**src/rtl/lsd_adc_pkg.sv**
```systemverilog
// rtl/lsd_adc_pkg.sv - shared types and constants for the LSD ADC conversion sequencer
package lsd_adc_pkg;

   localparam logic [2:0] ST_IDLE = 3'd0;
   localparam logic [2:0] ST_WR   = 3'd1;
   localparam logic [2:0] ST_WAIT = 3'd2;
   localparam logic [2:0] ST_RD   = 3'd3;
   localparam logic [2:0] ST_DONE = 3'd4;

   localparam logic MODE_WR_RD = 1'b1;

   typedef struct packed {
      logic       ofl;
      logic [7:0] data;
   } sample_t;

   function automatic int cnt_w(input int n);
      return (n < 2) ? 1 : $clog2(n);
   endfunction

endpackage

```
**src/rtl/lsd_adc_if.sv**
```systemverilog
// rtl/lsd_adc_if.sv - sample stream between the ADC sequencer and its consumer
interface lsd_adc_if;

   logic [7:0] sample_data;
   logic       sample_ofl;
   logic       sample_valid;
   logic       sample_ready;

   modport master (
      output sample_data,
      output sample_ofl,
      output sample_valid,
      input  sample_ready
   );

   modport slave (
      input  sample_data,
      input  sample_ofl,
      input  sample_valid,
      output sample_ready
   );

endinterface

```
**src/rtl/lsd_sync2.sv**
```systemverilog
// rtl/lsd_sync2.sv - two-flop synchronizer with configurable reset value
module lsd_sync2 #(
   parameter logic RST_VAL = 1'b1
) (
   input  logic clk,
   input  logic rst,
   input  logic i_async,
   output logic o_sync
);

   logic r_meta;
   logic r_sync;

   always_ff @(posedge clk) begin
      if (rst) begin
         r_meta <= RST_VAL;
         r_sync <= RST_VAL;
      end else begin
         r_meta <= i_async;
         r_sync <= r_meta;
      end
   end

   assign o_sync = r_sync;

endmodule

```
**src/rtl/lsd_adc_reader.sv**
```systemverilog
// rtl/lsd_adc_reader.sv - periodic WR-RD conversion sequencer for the parallel LSD ADC
// Optional LSD_ADC_AVG_EN: publish the truncated mean of every 4 raw samples.
module lsd_adc_reader
   import lsd_adc_pkg::*;
#(
   parameter int SAMPLE_PERIOD = 12000,
   parameter int WR_LOW_CYC    = 8,
   parameter int RD_LOW_CYC    = 4,
   parameter int TIMEOUT_CYC   = 256
) (
   input  logic       clk,
   input  logic       rst,
   input  logic       lsd_adc_int,
   input  logic [7:0] lsd_adc_d,
   input  logic       lsd_adc_ofl,
   output logic       lsd_adc_cs,
   output logic       lsd_adc_rd,
   output logic       lsd_adc_wr_rdy,
   output logic       lsd_adc_mode,
   lsd_adc_if.master  smp,
   output logic       overrun,
   output logic       timeout
);

   localparam int PH_MAX   = (TIMEOUT_CYC > WR_LOW_CYC) ?
                             ((TIMEOUT_CYC > RD_LOW_CYC) ? TIMEOUT_CYC : RD_LOW_CYC) :
                             ((WR_LOW_CYC > RD_LOW_CYC) ? WR_LOW_CYC : RD_LOW_CYC);
   localparam int PHASE_W  = cnt_w(PH_MAX);
   localparam int PERIOD_W = cnt_w(SAMPLE_PERIOD);

   localparam logic [PHASE_W-1:0]  PH_WR_LAST  = PHASE_W'(WR_LOW_CYC - 1);
   localparam logic [PHASE_W-1:0]  PH_RD_LAST  = PHASE_W'(RD_LOW_CYC - 1);
   localparam logic [PHASE_W-1:0]  PH_TO_LAST  = PHASE_W'(TIMEOUT_CYC - 1);
   localparam logic [PERIOD_W-1:0] PERIOD_LAST = PERIOD_W'(SAMPLE_PERIOD - 1);

   logic [2:0]          r_state;
   logic [2:0]          w_state_nxt;
   logic [PHASE_W-1:0]  r_phase;
   logic [PERIOD_W-1:0] r_period;
   logic                r_cs;
   logic                r_rd;
   logic                r_wr;
   logic                r_overrun;
   logic                r_timeout;
   logic                r_valid;
   sample_t             r_cap;
   sample_t             r_out;
   logic                w_int_s;
   logic                w_tick;
   logic                w_timeout_hit;
   logic                w_pub;
   sample_t             w_pub_sample;

   lsd_sync2 #(.RST_VAL(1'b1)) u_int_sync (
      .clk     (clk),
      .rst     (rst),
      .i_async (lsd_adc_int),
      .o_sync  (w_int_s)
   );

   assign w_tick        = (r_period == PERIOD_LAST);
   assign w_timeout_hit = (r_state == ST_WAIT) && w_int_s && (r_phase == PH_TO_LAST);

   always_comb begin
      w_state_nxt = r_state;
      case (r_state)
         ST_IDLE: if (w_tick)                  w_state_nxt = ST_WR;
         ST_WR:   if (r_phase == PH_WR_LAST)   w_state_nxt = ST_WAIT;
         ST_WAIT: if (!w_int_s)                w_state_nxt = ST_RD;
                  else if (w_timeout_hit)      w_state_nxt = ST_IDLE;
         ST_RD:   if (r_phase == PH_RD_LAST)   w_state_nxt = ST_DONE;
         ST_DONE:                              w_state_nxt = ST_IDLE;
         default:                              w_state_nxt = ST_IDLE;
      endcase
   end

   // Strobes are registered from the next state so they track the FSM exactly.
   always_ff @(posedge clk) begin
      if (rst) begin
         r_state   <= ST_IDLE;
         r_phase   <= '0;
         r_period  <= '0;
         r_cs      <= 1'b1;
         r_rd      <= 1'b1;
         r_wr      <= 1'b1;
         r_timeout <= 1'b0;
         r_cap     <= '0;
      end else begin
         r_state   <= w_state_nxt;
         r_phase   <= (w_state_nxt != r_state || r_state == ST_IDLE) ? '0 : r_phase + 1'b1;
         r_period  <= w_tick ? '0 : r_period + 1'b1;
         r_cs      <= !(w_state_nxt == ST_WR || w_state_nxt == ST_RD);
         r_wr      <= (w_state_nxt != ST_WR);
         r_rd      <= (w_state_nxt != ST_RD);
         r_timeout <= w_timeout_hit;
         if (r_state == ST_RD && w_state_nxt == ST_DONE)
            r_cap <= '{ofl: lsd_adc_ofl, data: lsd_adc_d};
      end
   end

`ifdef LSD_ADC_AVG_EN
   logic [9:0] r_acc;
   logic [1:0] r_acc_cnt;
   logic       r_acc_ofl;
   logic [9:0] w_sum;

   assign w_sum        = r_acc + {2'b00, r_cap.data};
   assign w_pub        = (r_state == ST_DONE) && (r_acc_cnt == 2'd3);
   assign w_pub_sample = '{ofl: r_acc_ofl | r_cap.ofl, data: w_sum[9:2]};

   always_ff @(posedge clk) begin
      if (rst || w_timeout_hit || w_pub) begin
         r_acc     <= '0;
         r_acc_cnt <= '0;
         r_acc_ofl <= 1'b0;
      end else if (r_state == ST_DONE) begin
         r_acc     <= w_sum;
         r_acc_cnt <= r_acc_cnt + 2'd1;
         r_acc_ofl <= r_acc_ofl | r_cap.ofl;
      end
   end
`else
   assign w_pub        = (r_state == ST_DONE);
   assign w_pub_sample = r_cap;
`endif

   // A publish always wins over an accept; overrun only when the old sample was never taken.
   always_ff @(posedge clk) begin
      if (rst) begin
         r_out     <= '0;
         r_valid   <= 1'b0;
         r_overrun <= 1'b0;
      end else begin
         r_overrun <= 1'b0;
         if (w_pub) begin
            r_out     <= w_pub_sample;
            r_valid   <= 1'b1;
            r_overrun <= r_valid && !smp.sample_ready;
         end else if (r_valid && smp.sample_ready) begin
            r_valid <= 1'b0;
         end
      end
   end

   assign lsd_adc_cs       = r_cs;
   assign lsd_adc_rd       = r_rd;
   assign lsd_adc_wr_rdy   = r_wr;
   assign lsd_adc_mode     = MODE_WR_RD;
   assign smp.sample_data  = r_out.data;
   assign smp.sample_ofl   = r_out.ofl;
   assign smp.sample_valid = r_valid;
   assign overrun          = r_overrun;
   assign timeout          = r_timeout;

endmodule
```
**src/flat_wrapper.sv**
```systemverilog
// flat-port wrapper written by rule: the top's interface ports become plain ports
module lsd_adc_reader_flat import lsd_adc_pkg::*;
#(
   parameter int SAMPLE_PERIOD = 12000,
   parameter int WR_LOW_CYC    = 8,
   parameter int RD_LOW_CYC    = 4,
   parameter int TIMEOUT_CYC   = 256
)
  (clk, rst, lsd_adc_int, lsd_adc_d, lsd_adc_ofl, lsd_adc_cs, lsd_adc_rd, lsd_adc_wr_rdy, lsd_adc_mode, overrun, timeout, smp_sample_data, smp_sample_ofl, smp_sample_valid, smp_sample_ready);
  lsd_adc_if smp_i ();
  input  logic clk;
  input  logic rst;
  input  logic lsd_adc_int;
  input  logic [7:0] lsd_adc_d;
  input  logic lsd_adc_ofl;
  output logic lsd_adc_cs;
  output logic lsd_adc_rd;
  output logic lsd_adc_wr_rdy;
  output logic lsd_adc_mode;
  output logic overrun;
  output logic timeout;
  output wire logic [$bits(smp_i.sample_data)-1:0] smp_sample_data;
  output wire logic [$bits(smp_i.sample_ofl)-1:0] smp_sample_ofl;
  output wire logic [$bits(smp_i.sample_valid)-1:0] smp_sample_valid;
  input wire logic [$bits(smp_i.sample_ready)-1:0] smp_sample_ready;
  assign smp_sample_data = smp_i.sample_data;
  assign smp_sample_ofl = smp_i.sample_ofl;
  assign smp_sample_valid = smp_i.sample_valid;
  assign smp_i.sample_ready = smp_sample_ready;
  lsd_adc_reader #(.SAMPLE_PERIOD(SAMPLE_PERIOD), .WR_LOW_CYC(WR_LOW_CYC), .RD_LOW_CYC(RD_LOW_CYC), .TIMEOUT_CYC(TIMEOUT_CYC)) u_core (.clk(clk), .rst(rst), .lsd_adc_int(lsd_adc_int), .lsd_adc_d(lsd_adc_d), .lsd_adc_ofl(lsd_adc_ofl), .lsd_adc_cs(lsd_adc_cs), .lsd_adc_rd(lsd_adc_rd), .lsd_adc_wr_rdy(lsd_adc_wr_rdy), .lsd_adc_mode(lsd_adc_mode), .smp(smp_i), .overrun(overrun), .timeout(timeout));
endmodule
```
**config.mk**
```make
export PLATFORM = sky130hd
export DESIGN_NAME = lsd_adc_reader_flat
export DESIGN_NICKNAME = d
export VERILOG_FILES = /design/src/rtl/lsd_adc_pkg.sv /design/src/rtl/lsd_adc_if.sv /design/src/rtl/lsd_sync2.sv /design/src/rtl/lsd_adc_reader.sv /design/src/flat_wrapper.sv
export SDC_FILE = /design/constraint.sdc
export NUM_CORES = 1
export LEC_CHECK = 0
export ABC_AREA = 0
export CORE_MARGIN = 2
export CORE_UTILIZATION = 35
export DETAILED_ROUTE_END_ITERATION = 8
export PLACE_DENSITY = 0.63
export SLEW_MARGIN = 0
export SYNTH_ARGS = -nofsm -noshare
export SYNTH_HDL_FRONTEND = slang
export SYNTH_HIERARCHICAL = 1
export SYNTH_SLANG_ARGS = --single-unit
```
**constraint.sdc**
```tcl
create_clock -name clk -period 4.5 [get_ports clk]
set_clock_uncertainty 0.2 [all_clocks]
set_input_delay 0.675 -clock clk [delete_from_list [all_inputs] [get_ports clk]]
set_output_delay 0.675 -clock clk [all_outputs]
set_load 0.05 [all_outputs]
```
==> flow_metrics.py, run 1 <==
metrics = {
    "status": {
        "status": "finished, final reports clean",
    },
    "flow_run": {
        "cap_viol_max_count": 0,
    },
    "logic_synthesis": {
        "netlist_top_cells_count": "dfxtp_1, nor2_1, nand2_1",
        "yosysTopAreaCell": "dfxtp_1",
        "synth-main-ff-cell": "dfxtp_1",
        "synth_seq_area_share_pct": 48.7,
        "syn_area_per_cell_sq_um": 8.78,
        "yosysMostFrequentCell": "dfxtp_1",
        "synth_warnings": 6,
        "netlist_instances": 239,
        "synth-edff-count": 0,
        "syn_nets": 254,
        "syn-cell-area_sq_um": 2100,
        "async_flop_share_pct": 0,
        "synth-seq-cells": 51,
        "ys_types": 37,
        "synth_area_leaders": "dfxtp_1, nor2_1, nand2_1",
        "synth_top_cell_area_share_pct": 48.7,
    },
    "setup_path": {
        "cp_top_family": "simple AND/OR/NAND/NOR gates",
        "crit_type": "reg -> reg",
        "worstSetupEndpointType": "flip-flop",
        "cp_max_fo": 5,
        "slowest_stage": "or4b_2",
        "critPathBufInv": 0,
        "crit_top_cell": "nand2_1",
        "max_stage_delay_ns": 0.67,
        "crit_chain": "or4b_2 -> nor4_1 -> nand2_1 -> a21oi_1 -> nand2_1",
        "cp_data_required_time_ns": 4.47,
        "start_kind": "flip-flop",
        "worstPathArrival_ns": 2.33,
    },
    "global_routing": {
        "grt_overflow_total": 0,
        "grt_pass1_wl_um": 6350,
        "grt_start_max_net_pins": 30,
        "antenna_found_initial": 0,
        "grt_pass1_vias": 1461,
        "track_usage_pct": 12.2,
    },
    "power_and_ir_drop": {
        "irDropWorstVdd_uv": 147,
        "p_sw_w": 0.000149,
        "swShare_pct": 20.2,
        "p_int_w": 0.000588,
        "p_seq_share_pct": 62.0,
        "total_power_w": 0.000736,
        "p_clk_share_pct": 34.7,
        "power.density_nw_per_um2": 297,
        "combPwrFrac_pct": 3.3,
        "p_leak_nw": 0.831,
    },
    "floorplanning": {
        "fp.dieH_um": 81.4,
        "core_sq_um": 5850,
        "start_util_pct": 35.9,
        "num_io_pins": 29,
        "die_x_um": 81.4,
        "die_area_sq_um": 6630,
        "num_rows": 28,
    },
    "clocking": {
        "clkTransAtPathRegs_ns": 0.09,
        "cts-root-buf": "clkbuf_8",
        "postCtsResizedCells": 0,
        "cts_hold_buf": 0,
        "postCtsSetupRepairBufs": 0,
        "numCtsBuffers": 5,
        "clock-sinks": 51,
        "cts_tree": "done",
        "cts_htree_levels": 2,
        "clk_latency_ns": 0.29,
        "cts_buffer_depth": 2,
    },
    "layout": {
        "fin_util_pct": 42.4,
        "n_fill_cell": 580,
        "nets": 274,
        "antennaDiodeCount": 0,
        "synthToLayoutAreaGrowth_pct": 18.2,
        "drive_gt1_share_pct": 5.79,
        "design_area_sq_um": 2480,
    },
    "placement": {
        "dp_slack_ns": 1.88,
        "place_area_sq_um": 2390,
        "portBuffers": 27,
        "dpl.hpwl_um": 2710,
        "gp_congestion": 0.857,
    },
    "route": {
        "vias_per_cell": 4.69,
        "ant_nets": 0,
        "drt_iter0_drc": 76,
        "firstDrtPassIters": 4,
        "wl_um": 3780,
        "drc_errors": 0,
        "wl_per_cell_um": 11.3,
        "vias": 1566,
    },
    "timing": {
        "worst_pin_slew_ns": 0.512,
        "fin_ws_ns": 2.14,
        "fmax_ghz": 0.424,
        "slew_headroom_pct": 65.6,
        "hold_viol": 0,
        "drv_slew": 0,
        "finalSetupViolCount": 0,
        "tns_ns": 0,
        "period_share_pct": 52.4,
        "period_needed_ns": 2.36,
        "rsz0062_at_grt": "no",
    },
    "worst_hold_path": {
        "worstHoldPathType": "reg -> reg",
    },
}
[power groups by stage]
| stage | registers (W) | logic (W) | clock network (W) |
|---|---|---|---|
| 6_report | 0.000456 | 0.0000241 | 0.000256 |
| 5_1_grt | 0.000457 | 0.0000266 | 0.000287 |
| 4_1_cts | 0.000456 | 0.0000248 | 0.000269 |
| 3_5_place_dp | 0.000467 | 0.0000247 | 0 |
| 3_3_place_gp | 0.000467 | 0.0000246 | 0 |
| 2_1_floorplan | 0.000466 | 0.0000123 | 0 |
[final timing paths]
kind	start	endpoint	slack [ns]	cells past startpoint
setup / recovery	u_core/r_period[5]	u_core/lsd_adc_wr_rdy	2.14	5
hold / removal	u_core/u_int_sync/r_meta	u_core/u_int_sync/o_sync	0.22	1
setup reg to reg	u_core/r_period[5]	u_core/lsd_adc_wr_rdy	2.14	5
hold reg to reg	u_core/u_int_sync/r_meta	u_core/u_int_sync/o_sync	0.22	1
[layer usage]
layer / global-route usage [%] / vias up / share of wire, %
li1: - / 829 / -
met1: 15.2 / 715 / 48
met2: 20.3 / 20 / 48
met3: 3.52 / 2 / 3.2
met4: 3.90 / 0 / 0.85
met5: 0 / - / 0
[kinds of logic (layout without fill, tap and decap cells)]
group                      after synthesis  after routing  synth area share [%]
DFF                                     51             51                  48.7
muxes                                   10             10                  4.77
other                                    1              1                 0.179
AOI/OAI and AO/OA                       22             22                  6.74
adders and majority gates                2              2                  1.19
xor gates and xnor gates                18             18                  7.51
buffers and inverters                   23             43                  5.07
and+or+nand+nor                        112            112                  25.9
[metrics by stage]
stage,hold slack [ns],cells
finish,0.220,334
global route,0.242,334
CTS,0.218,334
detailed placement,0.197,327
global placement,0.196,327
floorplan,0.183,239
[state kept, by name, summed over array words and instances (netlist names), 3 cells and up]
signal and cells:
u_core/smp.sample_data 8, u_core/r_phase 8, u_core/r_period 14, u_core/r_state 3
u_core/r_cap 9
[cell usage in the layout (no fill, tap or decap), types with 3 or more instances in the layout]
cell type / Yosys / final
inv_1: 8 / 8
nor2_1: 39 / 39
nand3_1: 12 / 12
clkdlybuf4s50_1: 0 / 27
nand2b_1: 6 / 6
nor3_1: 5 / 5
dfxtp_1: 51 / 51
nor4_1: 3 / 3
and3_1: 3 / 3
nand2_1: 28 / 28
xor2_1: 7 / 7
a21oi_1: 13 / 13
clkbuf_8: 0 / 6
mux2i_1: 10 / 10
xnor2_1: 11 / 11
[layout make-up]
| cell class | count | area (sq um) | area share [%] |
|---|---|---|---|
| inverters | 8 | 30.0 | 1.21 |
| clock buffers | 6 | 82.6 | 3.33 |
| flip-flops and latches | 51 | 1020 | 41.1 |
| well taps | 75 | 93.8 | 3.78 |
| multi-input cells | 165 | 971 | 39.1 |
| clock inverters | 1 | 5.00 | 0.202 |
| repair buffers | 28 | 278 | 11.2 |
No activity file was read; power rests on OpenSTA's default activity.
==> run 2: changes to the inputs <==
- PLACE_DENSITY: 0.63 -> 0.65
- clock period: 4.5 -> 2.04 ns (I/O delays scaled with it)
==> run 2 against run 1 <==
Effect of this change: maximum frequency grew 6.1%; combinational power grew 130%; largest cell class unchanged; the flow now finishes with violations (setup timing); via count up 8.0%; largest power group unchanged; global-route usage is 0.86 points higher; non-clock buffer count increased by 18; core utilization grew 3.4 points; sequential share of layout area fell by 3.0 points.
==> flow_metrics.py, run 2 (synthesis gave the netlist of run 1 again) <==
metrics = {
    "route": {
        "wl_per_cell_um": 11.7,
        "wl_um": 4140,
        "vias_per_cell": 4.78,
        "drt_iter0_drc": 24,
        "ant_nets": 0,
        "vias": 1692,
        "firstDrtPassIters": 6,
        "drc_errors": 0,
    },
    "global_routing": {
        "track_usage_pct": 13.1,
        "grt_pass1_wl_um": 6760,
        "grt_overflow_total": 0,
        "grt_start_max_net_pins": 29,
        "antenna_found_initial": 0,
        "grt_pass1_vias": 1570,
    },
    "floorplanning": {
        "start_util_pct": 35.9,
        "num_io_pins": 29,
        "die_area_sq_um": 6630,
        "fp.dieH_um": 81.4,
        "core_sq_um": 5850,
        "die_x_um": 81.4,
        "num_rows": 28,
    },
    "setup_path": {
        "start_kind": "flip-flop",
        "worstSetupEndpointType": "flip-flop",
        "cp_data_required_time_ns": 2.03,
        "cp_max_fo": 8,
        "worstPathArrival_ns": 2.22,
        "reg2reg_depth": 5,
        "crit_type": "reg -> reg",
    },
    "timing": {
        "period_needed_ns": 2.22,
        "tns_ns": -2.99,
        "fmax_ghz": 0.450,
        "fin_hold_ws_ns": 0.222,
        "drv_slew": 0,
        "hold_viol": 0,
        "slew_headroom_pct": 63.8,
        "fin_ws_ns": -0.183,
        "worst_pin_slew_ns": 0.536,
        "finalSetupViolCount": 20,
        "period_share_pct": 109,
        "rsz0062_at_grt": "yes",
    },
    "layout": {
        "instances_no_fill": 354,
        "final_common_cell": "dfxtp_1",
        "largest_register": "u_core/r_period",
        "largest_register_ffs": 14,
        "nets": 293,
        "n_fill_cell": 572,
        "drive_gt1_share_pct": 14.3,
        "final_cell_mix": "dfxtp_1, nor2_1, clkdlybuf4s50_1, nand2_1, buf_4",
        "biggestRegsByFlops": "u_core/r_period (14), u_core/r_cap (9)",
        "antennaDiodeCount": 0,
        "synthToLayoutAreaGrowth_pct": 27.8,
    },
    "clocking": {
        "cts_buffer_depth": 2,
        "clk_latency_ns": 0.30,
        "cts_hold_buf": 0,
        "clkTransAtPathRegs_ns": 0.09,
        "cts_htree_levels": 2,
        "cts-root-buf": "clkbuf_8",
        "clock-sinks": 51,
        "cts_tree": "done",
        "numCtsBuffers": 5,
    },
    "status": {
        "status": "finished, violations left",
        "violations": "setup timing",
    },
    "placement": {
        "dpl.hpwl_um": 2920,
        "gp_congestion": 0.852,
        "dp_cells": 344,
        "dp_slack_ns": -0.213,
        "portBuffers": 27,
    },
    "worst_hold_path": {
        "holdPathStages": 1,
        "worstHoldPathType": "reg -> reg",
    },
    "power_and_ir_drop": {
        "irDropWorstVdd_uv": 421,
        "p_sw_w": 0.000357,
        "combPwrFrac_pct": 3.3,
        "swShare_pct": 21.0,
        "power.density_nw_per_um2": 633,
        "p_clk_share_pct": 37.4,
        "p_int_w": 0.00134,
        "p_seq_share_pct": 59.3,
        "p_leak_nw": 0.948,
    },
    "flow_run": {
        "cap_viol_max_count": 0,
    },
}
[run 2: power groups by stage]
stage	clock, W	sequential, W	combinational (W)
3_3_place_gp	0	0.00103	0.0000557
4_1_cts	0.000663	0.00101	0.0000560
5_1_grt	0.000689	0.00101	0.0000603
6_report	0.000635	0.00101	0.0000553
3_5_place_dp	0	0.00103	0.0000557
2_1_floorplan	0	0.00103	0.0000272
[run 2: path summary, 6_finish.rpt]
check / from / to / slack [ns]
setup / recovery: u_core/r_phase[4] / u_core/r_phase[3] / -0.18
hold / removal: u_core/u_int_sync/r_meta / u_core/u_int_sync/o_sync / 0.22
setup reg to reg: u_core/r_phase[4] / u_core/r_phase[3] / -0.18
hold reg to reg: u_core/u_int_sync/r_meta / u_core/u_int_sync/o_sync / 0.22
[run 2: cell type report]
cell class	count	area [sq um]	share of cell area [%]
repair buffers	46	413	15.4
flip-flops and latches	51	1020	38.1
clock buffers	7	96.3	3.59
well taps	75	93.8	3.50
multi-input cells	166	1020	38.0
inverters	8	30.0	1.12
clock inverters	1	7.51	0.280
[run 2: worst max-delay path, cell delays in order (launching register included)]
cell and delay [ns]:
dfxtp_2 0.33, or4_4 0.53, or4_4 0.57, nand3b_1 0.15, a221o_2 0.27, nor2_1 0.07
[run 2: per-layer routing]
metal	wire (um)	up-vias	track usage, %
met4	52	0	4.75
li1	-	870	-
met2	2010	23	20.9
met3	128	8	3.85
met1	1950	791	16.7
met5	0	-	0
[run 2: stage by stage]
step | utilization (%) | instance area [sq um] | power [W]
after floorplan | - | 2110 | 0.00106
after global placement | 43.4 | 2540 | 0.00109
after detailed placement | 43.4 | 2540 | 0.00109
after CTS | 45.4 | 2660 | 0.00173
after global routing | 45.8 | 2680 | 0.00176
final | 45.8 | 2680 | 0.00170
[run 2: timing repair]
action | CTS | global route
setup endpoints to repair | 35 | 34
setup buffers | 0 | 1
cloned | 1 | 0
pin swaps | 7 | 9
resized for setup | 1 | 4
==> run 3: changes to the inputs <==
- ABC_CLOCK_PERIOD_IN_PS: default -> 2040
- SKIP_CTS_REPAIR_TIMING: default -> 1
==> run 3 against run 2 <==
Effect of this change: the run still ends with setup timing left; setup slack improved by 0.0019 ns; flip-flop and latch count unchanged; via count decreased by 0.77%; count of clock-buffer cells in the layout unchanged; cell area decreased by 0.28%; maximum frequency about the same; wire length increased by 0.99%; critical path depth unchanged; critical endpoint is now u_core/r_phase[4]; largest cell class unchanged; largest power group unchanged.
==> flow_metrics.py, run 3 (synthesis gave the netlist of run 1 again) <==
metrics = {
    "clocking": {
        "numCtsBuffers": 5,
        "cts-root-buf": "clkbuf_8",
        "clk_latency_ns": 0.30,
        "clkTransAtPathRegs_ns": 0.09,
        "cts_htree_levels": 2,
        "cts_buffer_depth": 2,
        "cts_tree": "done",
        "clock-sinks": 51,
    },
    "timing": {
        "fin_ws_ns": -0.181,
        "fmax_ghz": 0.450,
        "period_needed_ns": 2.22,
        "rsz0062_at_grt": "yes",
        "hold_viol": 0,
        "slew_headroom_pct": 63.7,
        "finalSetupViolCount": 20,
        "drv_slew": 0,
        "period_share_pct": 109,
        "tns_ns": -2.98,
        "worst_pin_slew_ns": 0.537,
    },
    "layout": {
        "largest_register_ffs": 14,
        "antennaDiodeCount": 0,
        "nets": 292,
        "drive_gt1_share_pct": 14.0,
        "instances_no_fill": 353,
        "n_fill_cell": 574,
        "synthToLayoutAreaGrowth_pct": 27.4,
        "biggestRegsByFlops": "u_core/r_period (14), u_core/r_cap (9)",
        "largest_register": "u_core/r_period",
        "final_common_cell": "dfxtp_1",
        "multi_input_comb_area_sq_um": 1020,
        "seqCellArea_sq_um": 1020,
        "final_cell_mix": "dfxtp_1, nor2_1, clkdlybuf4s50_1, nand2_1, buf_4",
    },
    "route": {
        "drt_iter0_drc": 42,
        "firstDrtPassIters": 4,
        "ant_nets": 0,
        "wl_per_cell_um": 11.8,
        "wl_um": 4180,
        "vias_per_cell": 4.76,
        "drc_errors": 0,
        "vias": 1679,
    },
    "placement": {
        "gp_congestion": 0.852,
        "dpl.hpwl_um": 2920,
        "dp_cells": 344,
        "portBuffers": 27,
    },
    "floorplanning": {
        "core_sq_um": 5850,
        "die_x_um": 81.4,
        "die_area_sq_um": 6630,
        "start_util_pct": 35.9,
        "fp.dieH_um": 81.4,
        "num_io_pins": 29,
        "num_rows": 28,
    },
    "setup_path": {
        "cp_data_required_time_ns": 2.03,
        "start_kind": "flip-flop",
        "reg2reg_depth": 5,
        "rrSetupSlack_ns": -0.18,
        "crit_type": "reg -> reg",
        "r2r_start": "u_core/r_phase[4]",
        "worstSetupEndpointType": "flip-flop",
        "startpoint": "u_core/r_phase[4]",
        "worstPathArrival_ns": 2.21,
        "cp_max_fo": 8,
        "endpoint": "u_core/r_phase[4]",
        "r2r-end": "u_core/r_phase[4]",
    },
    "global_routing": {
        "grt_start_max_net_pins": 29,
        "grt_pass1_wl_um": 6590,
        "antenna_found_initial": 0,
        "grt_pass1_vias": 1544,
        "grt_overflow_total": 0,
        "track_usage_pct": 12.7,
    },
    "power_and_ir_drop": {
        "irDropWorstVdd_uv": 421,
        "p_leak_nw": 0.942,
        "power.density_nw_per_um2": 635,
        "total_power_w": 0.00170,
    },
    "worst_hold_path": {
        "worstHoldPathType": "reg -> reg",
    },
    "flow_run": {
        "cap_viol_max_count": 0,
    },
    "status": {
        "status": "finished, violations left",
        "violations": "setup timing",
    },
}
run 3: changes by cell type in the layout (fill, tap and decap cells not counted), sizes merged:
cell / previous run / this run
buf: 19 / 18
run 3: worst max-delay path: stages (launching register included):
cell      delay (ns)
dfxtp_2         0.33
or4_4           0.53
or4_4           0.57
nand3b_1        0.15
a221o_2         0.27
nor2_1          0.07
run 3: layout make-up:
| cell class | instances | area share (%) |
|---|---|---|
| multi-input cells | 166 | 38.1 |
| repair buffers | 45 | 15.2 |
| clock buffers | 7 | 3.60 |
| clock inverters | 1 | 0.281 |
| well taps | 75 | 3.51 |
| flip-flops and latches | 51 | 38.2 |
| inverters | 8 | 1.12 |
run 3: worst min-delay path by stage:
stage                        startpoint                  endpoint  depth (start not counted)
6_report       u_core/u_int_sync/r_meta  u_core/u_int_sync/o_sync                          1
5_1_grt        u_core/u_int_sync/r_meta  u_core/u_int_sync/o_sync                          1
4_1_cts        u_core/u_int_sync/r_meta  u_core/u_int_sync/o_sync                          1
3_5_place_dp   u_core/u_int_sync/r_meta  u_core/u_int_sync/o_sync                          1
3_3_place_gp   u_core/u_int_sync/r_meta  u_core/u_int_sync/o_sync                          1
2_1_floorplan  u_core/u_int_sync/r_meta  u_core/u_int_sync/o_sync                          1
run 3: through the flow:
step,cell area (sq um),util (%),setup slack (ns),hold slack (ns)
finish,2670,45.7,-0.181,0.222
detailed placement,2540,43.4,-0.213,0.202
global placement,2540,43.4,-0.150,0.192
CTS,2640,45.1,-0.223,0.224
floorplan,2110,-,-0.214,0.183
global route,2670,45.7,-0.238,0.245
run 3: report_power, final:
group          leakage, nW  switching, W  internal (W)  total [W]
clock               0.0505      0.000326      0.000309   0.000635
sequential           0.412    0.00000549       0.00100    0.00101
combinational        0.479     0.0000256     0.0000298  0.0000554
total                0.942      0.000357       0.00134    0.00170
run 3: metal layers:
layer	track usage [%]	share of wire, %	vias up
li1	-	-	866
met1	16.0	47	779
met4	4.75	1.2	0
met5	0	0	-
met3	3.85	3.1	8
met2	20.7	48	26
